--- config.mk ---
export PLATFORM = sky130hd
export DESIGN_NAME = multicycle_controller
export DESIGN_NICKNAME = d
export VERILOG_FILES = /design/src/rtl/riscv_ctrl_pkg.sv /design/src/rtl/alu_op_decoder.sv /design/src/rtl/multicycle_controller.sv
export SDC_FILE = /design/constraint.sdc
export NUM_CORES = 1
export LEC_CHECK = 0
export BUFFER_PORTS_ARGS = -buffer_cell sky130_fd_sc_hd__buf_2
export CAP_MARGIN = 20
export CORE_MARGIN = 2
export CORE_UTILIZATION = 42
export CTS_BUF_LIST = sky130_fd_sc_hd__clkbuf_8 sky130_fd_sc_hd__clkbuf_16
export CTS_CLUSTER_DIAMETER = 30
export DETAILED_ROUTE_END_ITERATION = 8
export PLACE_DENSITY = 0.83
export SETUP_SLACK_MARGIN = 0.02
export SYNTH_ARGS = -nofsm -noshare
export SYNTH_HDL_FRONTEND = slang
export SYNTH_SLANG_ARGS = --single-unit
--- constraint.sdc ---
create_clock -name clk -period 1.55 [get_ports clk]
set_input_delay 0 -clock clk [delete_from_list [all_inputs] [get_ports clk]]
set_output_delay 0 -clock clk [all_outputs]
set_load 0.02 [all_outputs]
--- src/rtl/riscv_ctrl_pkg.sv ---
// Shared encodings for the multicycle RV32I control path: opcodes, FSM states,
// ALU operations and datapath mux selects, used by the controller, alu and datapath.
package riscv_ctrl_pkg;

  localparam logic [6:0] OP_LW     = 7'b0000011;
  localparam logic [6:0] OP_SW     = 7'b0100011;
  localparam logic [6:0] OP_RTYPE  = 7'b0110011;
  localparam logic [6:0] OP_ITYPE  = 7'b0010011;
  localparam logic [6:0] OP_BRANCH = 7'b1100011;
  localparam logic [6:0] OP_JAL    = 7'b1101111;

  typedef enum logic [3:0] {
    S_FETCH    = 4'd0,
    S_DECODE   = 4'd1,
    S_MEMADR   = 4'd2,
    S_MEMREAD  = 4'd3,
    S_MEMWB    = 4'd4,
    S_MEMWRITE = 4'd5,
    S_EXECUTER = 4'd6,
    S_EXECUTEI = 4'd7,
    S_ALUWB    = 4'd8,
    S_BRANCH   = 4'd9,
    S_JAL      = 4'd10
  } state_t;

  typedef enum logic [1:0] {
    ALUOP_ADD   = 2'd0,
    ALUOP_SUB   = 2'd1,
    ALUOP_FUNCT = 2'd2
  } aluop_t;

  localparam logic [2:0] ALU_ADD = 3'b000;
  localparam logic [2:0] ALU_SUB = 3'b001;
  localparam logic [2:0] ALU_AND = 3'b010;
  localparam logic [2:0] ALU_OR  = 3'b011;
  localparam logic [2:0] ALU_SLL = 3'b100;
  localparam logic [2:0] ALU_SLT = 3'b101;
  localparam logic [2:0] ALU_SR  = 3'b110;
  localparam logic [2:0] ALU_XOR = 3'b111;

  localparam logic [1:0] RES_ALUOUT    = 2'b00;
  localparam logic [1:0] RES_DATA      = 2'b01;
  localparam logic [1:0] RES_ALURESULT = 2'b10;

  localparam logic [1:0] SRCA_PC    = 2'b00;
  localparam logic [1:0] SRCA_OLDPC = 2'b01;
  localparam logic [1:0] SRCA_RS1   = 2'b10;

  localparam logic [1:0] SRCB_RS2  = 2'b00;
  localparam logic [1:0] SRCB_IMM  = 2'b01;
  localparam logic [1:0] SRCB_FOUR = 2'b10;

  localparam logic [1:0] IMM_I = 2'b00;
  localparam logic [1:0] IMM_S = 2'b01;
  localparam logic [1:0] IMM_B = 2'b10;
  localparam logic [1:0] IMM_J = 2'b11;

  function automatic logic [1:0] imm_src_of(input logic [6:0] op);
    case (op)
      OP_SW:     return IMM_S;
      OP_BRANCH: return IMM_B;
      OP_JAL:    return IMM_J;
      default:   return IMM_I;
    endcase
  endfunction

endpackage

--- src/rtl/alu_op_decoder.sv ---
// Maps an ALUOp class plus funct fields to the alu operation and its qualifiers.
module alu_op_decoder
  import riscv_ctrl_pkg::*;
(
  input  aluop_t     aluop,
  input  logic [2:0] funct3,
  input  logic       funct7b5,
  input  logic       rtype,
  output logic [2:0] alu_control,
  output logic       funct3_bit,
  output logic       funct7b6
);

  always_comb begin
    alu_control = ALU_ADD;
    case (aluop)
      ALUOP_SUB: alu_control = ALU_SUB;
      ALUOP_FUNCT: begin
        case (funct3)
          3'b000:  alu_control = (rtype && funct7b5) ? ALU_SUB : ALU_ADD;
          3'b001:  alu_control = ALU_SLL;
          3'b010:  alu_control = ALU_SLT;
          3'b011:  alu_control = ALU_SLT;
          3'b100:  alu_control = ALU_XOR;
          3'b101:  alu_control = ALU_SR;
          3'b110:  alu_control = ALU_OR;
          default: alu_control = ALU_AND;
        endcase
      end
      default: alu_control = ALU_ADD;
    endcase
  end

  // The alu expects 1 for logical shift, so the qualifier is the inverse of bit 30.
  assign funct3_bit = funct3[0];
  assign funct7b6   = ~funct7b5;

endmodule

--- src/rtl/multicycle_controller.sv ---
// Multicycle RV32I sequencing FSM: steps each instruction through its states and
// drives datapath selects, write enables and the alu operation.
module multicycle_controller
  import riscv_ctrl_pkg::*;
(
  input  logic       clk,
  input  logic       reset,
  input  logic [6:0] op,
  input  logic [2:0] funct3,
  input  logic       funct7b5,
  input  logic       Zero,
  output logic       PCWrite,
  output logic       AdrSrc,
  output logic       MemWrite,
  output logic       IRWrite,
  output logic       RegWrite,
  output logic [1:0] ResultSrc,
  output logic [1:0] ALUSrcA,
  output logic [1:0] ALUSrcB,
  output logic [1:0] ImmSrc,
  output logic [2:0] ALUControl,
  output logic       funct3_bit,
  output logic       funct7b6
);

  state_t state_reg, state_next;
  aluop_t aluop;
  logic   pcwrite_raw, memwrite_raw, irwrite_raw, regwrite_raw;
  logic   branch_taken;

  always_ff @(posedge clk) begin
    if (reset) state_reg <= S_FETCH;
    else       state_reg <= state_next;
  end

  // Only beq/bne are resolved; other branch funct3 values fall through untaken.
  assign branch_taken = (funct3[2:1] == 2'b00) && (Zero ^ funct3[0]);

  always_comb begin
    state_next   = S_FETCH;
    pcwrite_raw  = 1'b0;
    memwrite_raw = 1'b0;
    irwrite_raw  = 1'b0;
    regwrite_raw = 1'b0;
    AdrSrc       = 1'b0;
    ResultSrc    = RES_ALUOUT;
    ALUSrcA      = SRCA_PC;
    ALUSrcB      = SRCB_RS2;
    aluop        = ALUOP_ADD;
    case (state_reg)
      S_FETCH: begin
        state_next  = S_DECODE;
        irwrite_raw = 1'b1;
        pcwrite_raw = 1'b1;
        ALUSrcB     = SRCB_FOUR;
        ResultSrc   = RES_ALURESULT;
      end
      S_DECODE: begin
        ALUSrcA = SRCA_OLDPC;
        ALUSrcB = SRCB_IMM;
        case (op)
          OP_LW, OP_SW: state_next = S_MEMADR;
          OP_RTYPE:     state_next = S_EXECUTER;
          OP_ITYPE:     state_next = S_EXECUTEI;
          OP_BRANCH:    state_next = S_BRANCH;
          OP_JAL:       state_next = S_JAL;
          default:      state_next = S_FETCH;
        endcase
      end
      S_MEMADR: begin
        state_next = (op == OP_SW) ? S_MEMWRITE : S_MEMREAD;
        ALUSrcA    = SRCA_RS1;
        ALUSrcB    = SRCB_IMM;
      end
      S_MEMREAD: begin
        state_next = S_MEMWB;
        AdrSrc     = 1'b1;
      end
      S_MEMWB: begin
        ResultSrc    = RES_DATA;
        regwrite_raw = 1'b1;
      end
      S_MEMWRITE: begin
        AdrSrc       = 1'b1;
        memwrite_raw = 1'b1;
      end
      S_EXECUTER: begin
        state_next = S_ALUWB;
        ALUSrcA    = SRCA_RS1;
        ALUSrcB    = SRCB_RS2;
        aluop      = ALUOP_FUNCT;
      end
      S_EXECUTEI: begin
        state_next = S_ALUWB;
        ALUSrcA    = SRCA_RS1;
        ALUSrcB    = SRCB_IMM;
        aluop      = ALUOP_FUNCT;
      end
      S_ALUWB: regwrite_raw = 1'b1;
      S_BRANCH: begin
        ALUSrcA     = SRCA_RS1;
        ALUSrcB     = SRCB_RS2;
        aluop       = ALUOP_SUB;
        pcwrite_raw = branch_taken;
      end
      S_JAL: begin
        state_next  = S_ALUWB;
        ALUSrcA     = SRCA_OLDPC;
        ALUSrcB     = SRCB_FOUR;
        pcwrite_raw = 1'b1;
      end
      default: state_next = S_FETCH;
    endcase
  end

  // Architectural writes are suppressed for the whole reset cycle, whatever the state.
  assign PCWrite  = pcwrite_raw  & ~reset;
  assign MemWrite = memwrite_raw & ~reset;
  assign IRWrite  = irwrite_raw  & ~reset;
  assign RegWrite = regwrite_raw & ~reset;
  assign ImmSrc   = imm_src_of(op);

  alu_op_decoder u_alu_op_decoder (
    .aluop      (aluop),
    .funct3     (funct3),
    .funct7b5   (funct7b5),
    .rtype      (state_reg == S_EXECUTER),
    .alu_control(ALUControl),
    .funct3_bit (funct3_bit),
    .funct7b6   (funct7b6)
  );

endmodule
Word level (Yosys, flattened, before mapping)
Index checks and enable logic that the tools add are counted. Widths: inputs -> output; s select.

Logic and storage cells: 63. Register bits after elaboration: 4. Input port bits: 14. Bits in writable memories: 0. ROM bits: 0. Bits in latches: 0. Memories: 0. Output and inout bits: 18.

Multiply operators: 0. Divide/modulo/power cells: 0. Add/subtract/negate cells: 0. Order comparisons: 0. Bitwise gates (word level): 7. Mux-type cells: 16. Reduce and logical (&&, ||, !) cells: 15. Shift-type cells: 0. Eq/ne operators: 24.

Operators by type and width (count): $pmux 4 s5 (2); $pmux 3 s6 (1); $eq 4x3->1 const B (4); $pmux 2 s2 (4); $eq 7x6->1 const B (2); $eq 7x7->1 const B (2); $reduce_or 2->1 (7); $eq 4x4->1 const B (3); $eq 3x3->1 const B (3); $eq 4x2->1 const B (2); $eq 7x2->1 const B (1); $eq 7x5->1 const B (1); $eq 3x2->1 const B (2); $pmux 2 s3 (1); $pmux 3 s2 (1); $reduce_or 3->1 (2); $mux 1 (5); $and 1x1->1 (4); $eq 4x1->1 const B (1); $logic_not 4->1 (1); $reduce_or 4->1 (1); $eq 3x1->1 const B (1); $logic_not 3->1 (1); $mux 3 (1); 7 further kinds (9).

Longest topological paths before layout
Depth in word-level cells: 5. Depth in mapped cells: 7.

Hierarchy
Synthesis repeated with hierarchy kept, for this count alone.

Cells, all modules: 84. Area, all modules: 583.1 µm².

Modules (own cells, without submodules): multicycle_controller (area an instance 486.7 µm², seq. area each 80.1 µm², instances 1, cells each 67); alu_op_decoder (area an instance 96.3 µm², seq. area each 0.0 µm², instances 1, cells each 17).

Least setup slack after synthesis
OpenSTA, ideal clock, no wires.

Kind: register -> output. Start point: reg state_reg[0]. End point: out RegWrite. Path slack: -0.203 ns. Buffers on the path: 2. Stages on the path, launching flop included: 4. Data required time: 1.550 ns. Arrival time: 1.753 ns. Cells stage by stage: dfxtp_1 > buf_2 > buf_1 > a2111oi_0.

Cells in the longest elaborated chain, start to end: 4.

Ends and longest elaborated chain: start: declaration (RTL line multicycle_controller.sv:26) `state_t state_reg, state_next;`; start signal: assignment (RTL line multicycle_controller.sv:33) `else state_reg <= state_next;`; $eq 4x4->1 or $eq 4x3->1 (tied branches) (RTL line multicycle_controller.sv:50) `case (state_reg)`; $reduce_or 2->1 (no line) *; $mux 1 * (RTL line multicycle_controller.sv:50); $and 1x1->1 * (RTL line multicycle_controller.sv:120) `assign RegWrite = regwrite_raw & ~reset;`; end: declaration (RTL line multicycle_controller.sv:16) `output logic RegWrite,`.

Every way passes the cells marked *; elsewhere a longest branch is shown, timed or not.

Worst setup path after layout
Start point: reg state_reg[3]. End point: out ALUControl[0].

Cells in the longest elaborated chain, start to end: 5.

Ends and longest elaborated chain: $eq 4x3->1 (on tied branches) (RTL line multicycle_controller.sv:50, multicycle_controller.sv:127); $reduce_or 2->1 (no line) or $logic_and 1x1->1 (tied branches); $pmux 2 s2 or $mux 1 (tied branches) (RTL line multicycle_controller.sv:50, alu_op_decoder.sv:20); $eq 2x2->1, or another cell as far along (RTL line alu_op_decoder.sv:16) `case (aluop)`; $pmux 3 s2 * (RTL line alu_op_decoder.sv:16); end: declaration (RTL line multicycle_controller.sv:21) `output logic [2:0] ALUControl,`.

Marks and branches as above.

==> metrics.cfg <==
[grt]
grt_pass1_vias = 556
grt_pass1_wl_mm = 2.27
antenna_found_initial = 0
grt_max_degree = 18
grt_overflow_total = 0
grt.total_usage_pct = 20.3

[worst_setup_path]
critical_path.max_fanout = 12
r2r_slack_ps = 240
worstPathArrival_ps = 1430
startpoint_type = flop
worstSetupPathType = reg -> out
reg2reg_from = state_reg[2]
reg2regPathDepth = 3
endpoint_kind = output port
cp.required_ps = 1550
timing.rr.end = state_reg[1]

[timing]
rsz0062_at_grt = false
finalHoldViolCount = 0
finalSetupViolCount = 0
fmax_mhz = 697
post-route-period-util_pct = 92.6
setup_slack_ps = 115
setup-tns-final_ps = 0
worst_pin_slew_ps = 486
hold_slack_ps = 45.1
min_period_ps = 1430
slew_headroom_pct = 67.3
drv_slew = 0
clock_skew_ps = 6.81

[layout]
finalNonFillerCells = 131
fin_nets = 134
layout-drive-gt1-share_pct = 40.5
final_util_pct = 63.0
fillCellCount = 128
antenna_cells = 0
area_growth_pct = 42.0
largest_reg_flops = 4

[clock_tree]
cts_tree = built
ctsHoldBuffers = 0
cts.sinks = 4
clkSlewWorstSetupHoldPaths_ps = 30
clk_root_buffer_cell = clkbuf_8
cts_inserted_buffers = 3
postCtsSetupRepairBufs = 0
clk_latency_ps = 220
cts_max_level = 1
clk_path_buf_depth = 2

[drt]
num_vias = 734
wl_per_cell_um = 11.2
ant_nets = 0
drc = 0
drtPass1Iterations = 4
drt_iter0_drc = 10
drt-total-wl_mm = 1.47
viasPerCell = 5.60

[synthesis]
avgSynthCellArea_um2 = 6.70
async_flop_share_pct = 0
synth_commonest_cells = nor2_1 (10), nor3_1 (10), nand2_1 (8)
seq_area_frac_synth_pct = 14.2
synth-seq-cells = 4
synth.area.mux_share_pct = 0
synth.area.top_cells = dfxtp_1 (14%), nor3_1 (8.9%), nor2_1 (6.7%)
synth_largest_area_cell = dfxtp_1
synthAdderAreaFrac_pct = 4.44
syn_inst = 84
synthFlopType = dfxtp_1
synth_fp_nets = 100
syn-cell-area_um2 = 563
synth_edf_count = 0
synth_top_area_share_pct = 14.2
netlist-cell-type-count = 35
yosysWarnings = 0
synth_top_family_by_area = simple AND/OR/NAND/NOR gates
synthSimpleGateAreaFrac_pct = 42.7
synth-compound-area-share_pct = 24.2
synth-xor-area-share_pct = 6.22

[worst_hold_path]
min_to = state_reg[3]
hold_path.class = in -> reg
hold_start = reset
min_delay_path_depth = 2

[placed_design]
io_buffers = 31
hpwlAfterDp_mm = 1.16
gp_congestion = 0.790
dp_slack_ps = 173
placedCellCount = 128

[floorplan]
die_w_um = 40.6
io_pins = 32
die-area_mm2 = 0.00165
core_area_mm2 = 0.00127
dieHeight_um = 40.6
fp-row-count = 13
start_util_pct = 44.4

[power]
powerDensity_mw_per_mm2 = 573
vdd_ir_drop_max_mv = 0.377
total_leakage_power_uw = 0.000387

[job]
maxCapViolations = 0

[run_status]
run_status = completed

==> routing by layer <==
| layer | share of wire, % | vias up | global-route usage [%] | wire length (um) |
|---|---|---|---|---|
| li1 | - | 367 | - | - |
| met5 | 0 | - | 0 | 0 |
| met4 | 1.5 | 0 | 5.00 | 22 |
| met3 | 5.0 | 4 | 3.26 | 73 |
| met1 | 42 | 338 | 24.3 | 615 |
| met2 | 51 | 25 | 37.3 | 754 |
==> area by class of cell <==
type / count / area [um2] / share of cell area, %
Tap cell: 15 / 18.8 / 2.35
Inverter: 4 / 15.0 / 1.88
Timing Repair Buffer: 35 / 190 / 23.8
Clock buffer: 3 / 41.3 / 5.16
Sequential cell: 4 / 88.8 / 11.1
Multi-Input combinational cell: 70 / 445 / 55.7
==> report_power, final <==
group | total (uW) | switching [uW] | internal (uW)
clock | 218 | 52.4 | 165
combinational | 135 | 80.4 | 54.5
sequential | 105 | 2.09 | 103
total | 458 | 135 | 323
==> placed cells by master (no fill, tap or decap), types with 2 or more instances in the layout <==
cell type,instances
nand2_1,8
buf_2,29
nand3_1,2
ha_1,2
nor2_1,10
xnor2_1,3
a31oi_1,2
nand2b_1,4
buf_4,6
o21ai_0,4
a21oi_1,4
dfxtp_4,2
clkbuf_8,3
nor3_1,10
inv_1,4
==> what timing repair did <==
action / CTS / global route
pin swaps: 0 / 1
gates resized for setup: 2 / 7
endpoints found under the setup margin: 4 / 2
==> logic make-up after synthesis <==
logic type	after synthesis
compound gates	19
simple gates	45
xor+xnor	4
buf+inv	10
fa+ha+maj	2
flops	4
==> worst max path at each step <==
stage / start / end / cells past startpoint
after global routing: state_reg[2] / ALUControl[0] / 5
after CTS: state_reg[2] / ALUControl[1] / 5
after global placement: state_reg[2] / state_reg[1] / 3
after detailed placement: state_reg[2] / state_reg[1] / 3
after floorplan: state_reg[0] / RegWrite / 3
final: state_reg[3] / ALUControl[0] / 5
==> critical path, stage by stage, from the launching register on <==
cell and delay (ps):
dfxtp_4 400, and3b_1 220, a32o_1 260, a21oi_1 140, nor2_1 50, buf_4 150
==> metrics by stage <==
step           power [uW]  instance area, um2
2_1_floorplan         192                 564
6_report              458                 800
3_3_place_gp          241                 737
5_1_grt               487                 800
4_1_cts               463                 781
3_5_place_dp          243                 737
Note: power is estimated with default switching activity, not from simulation.
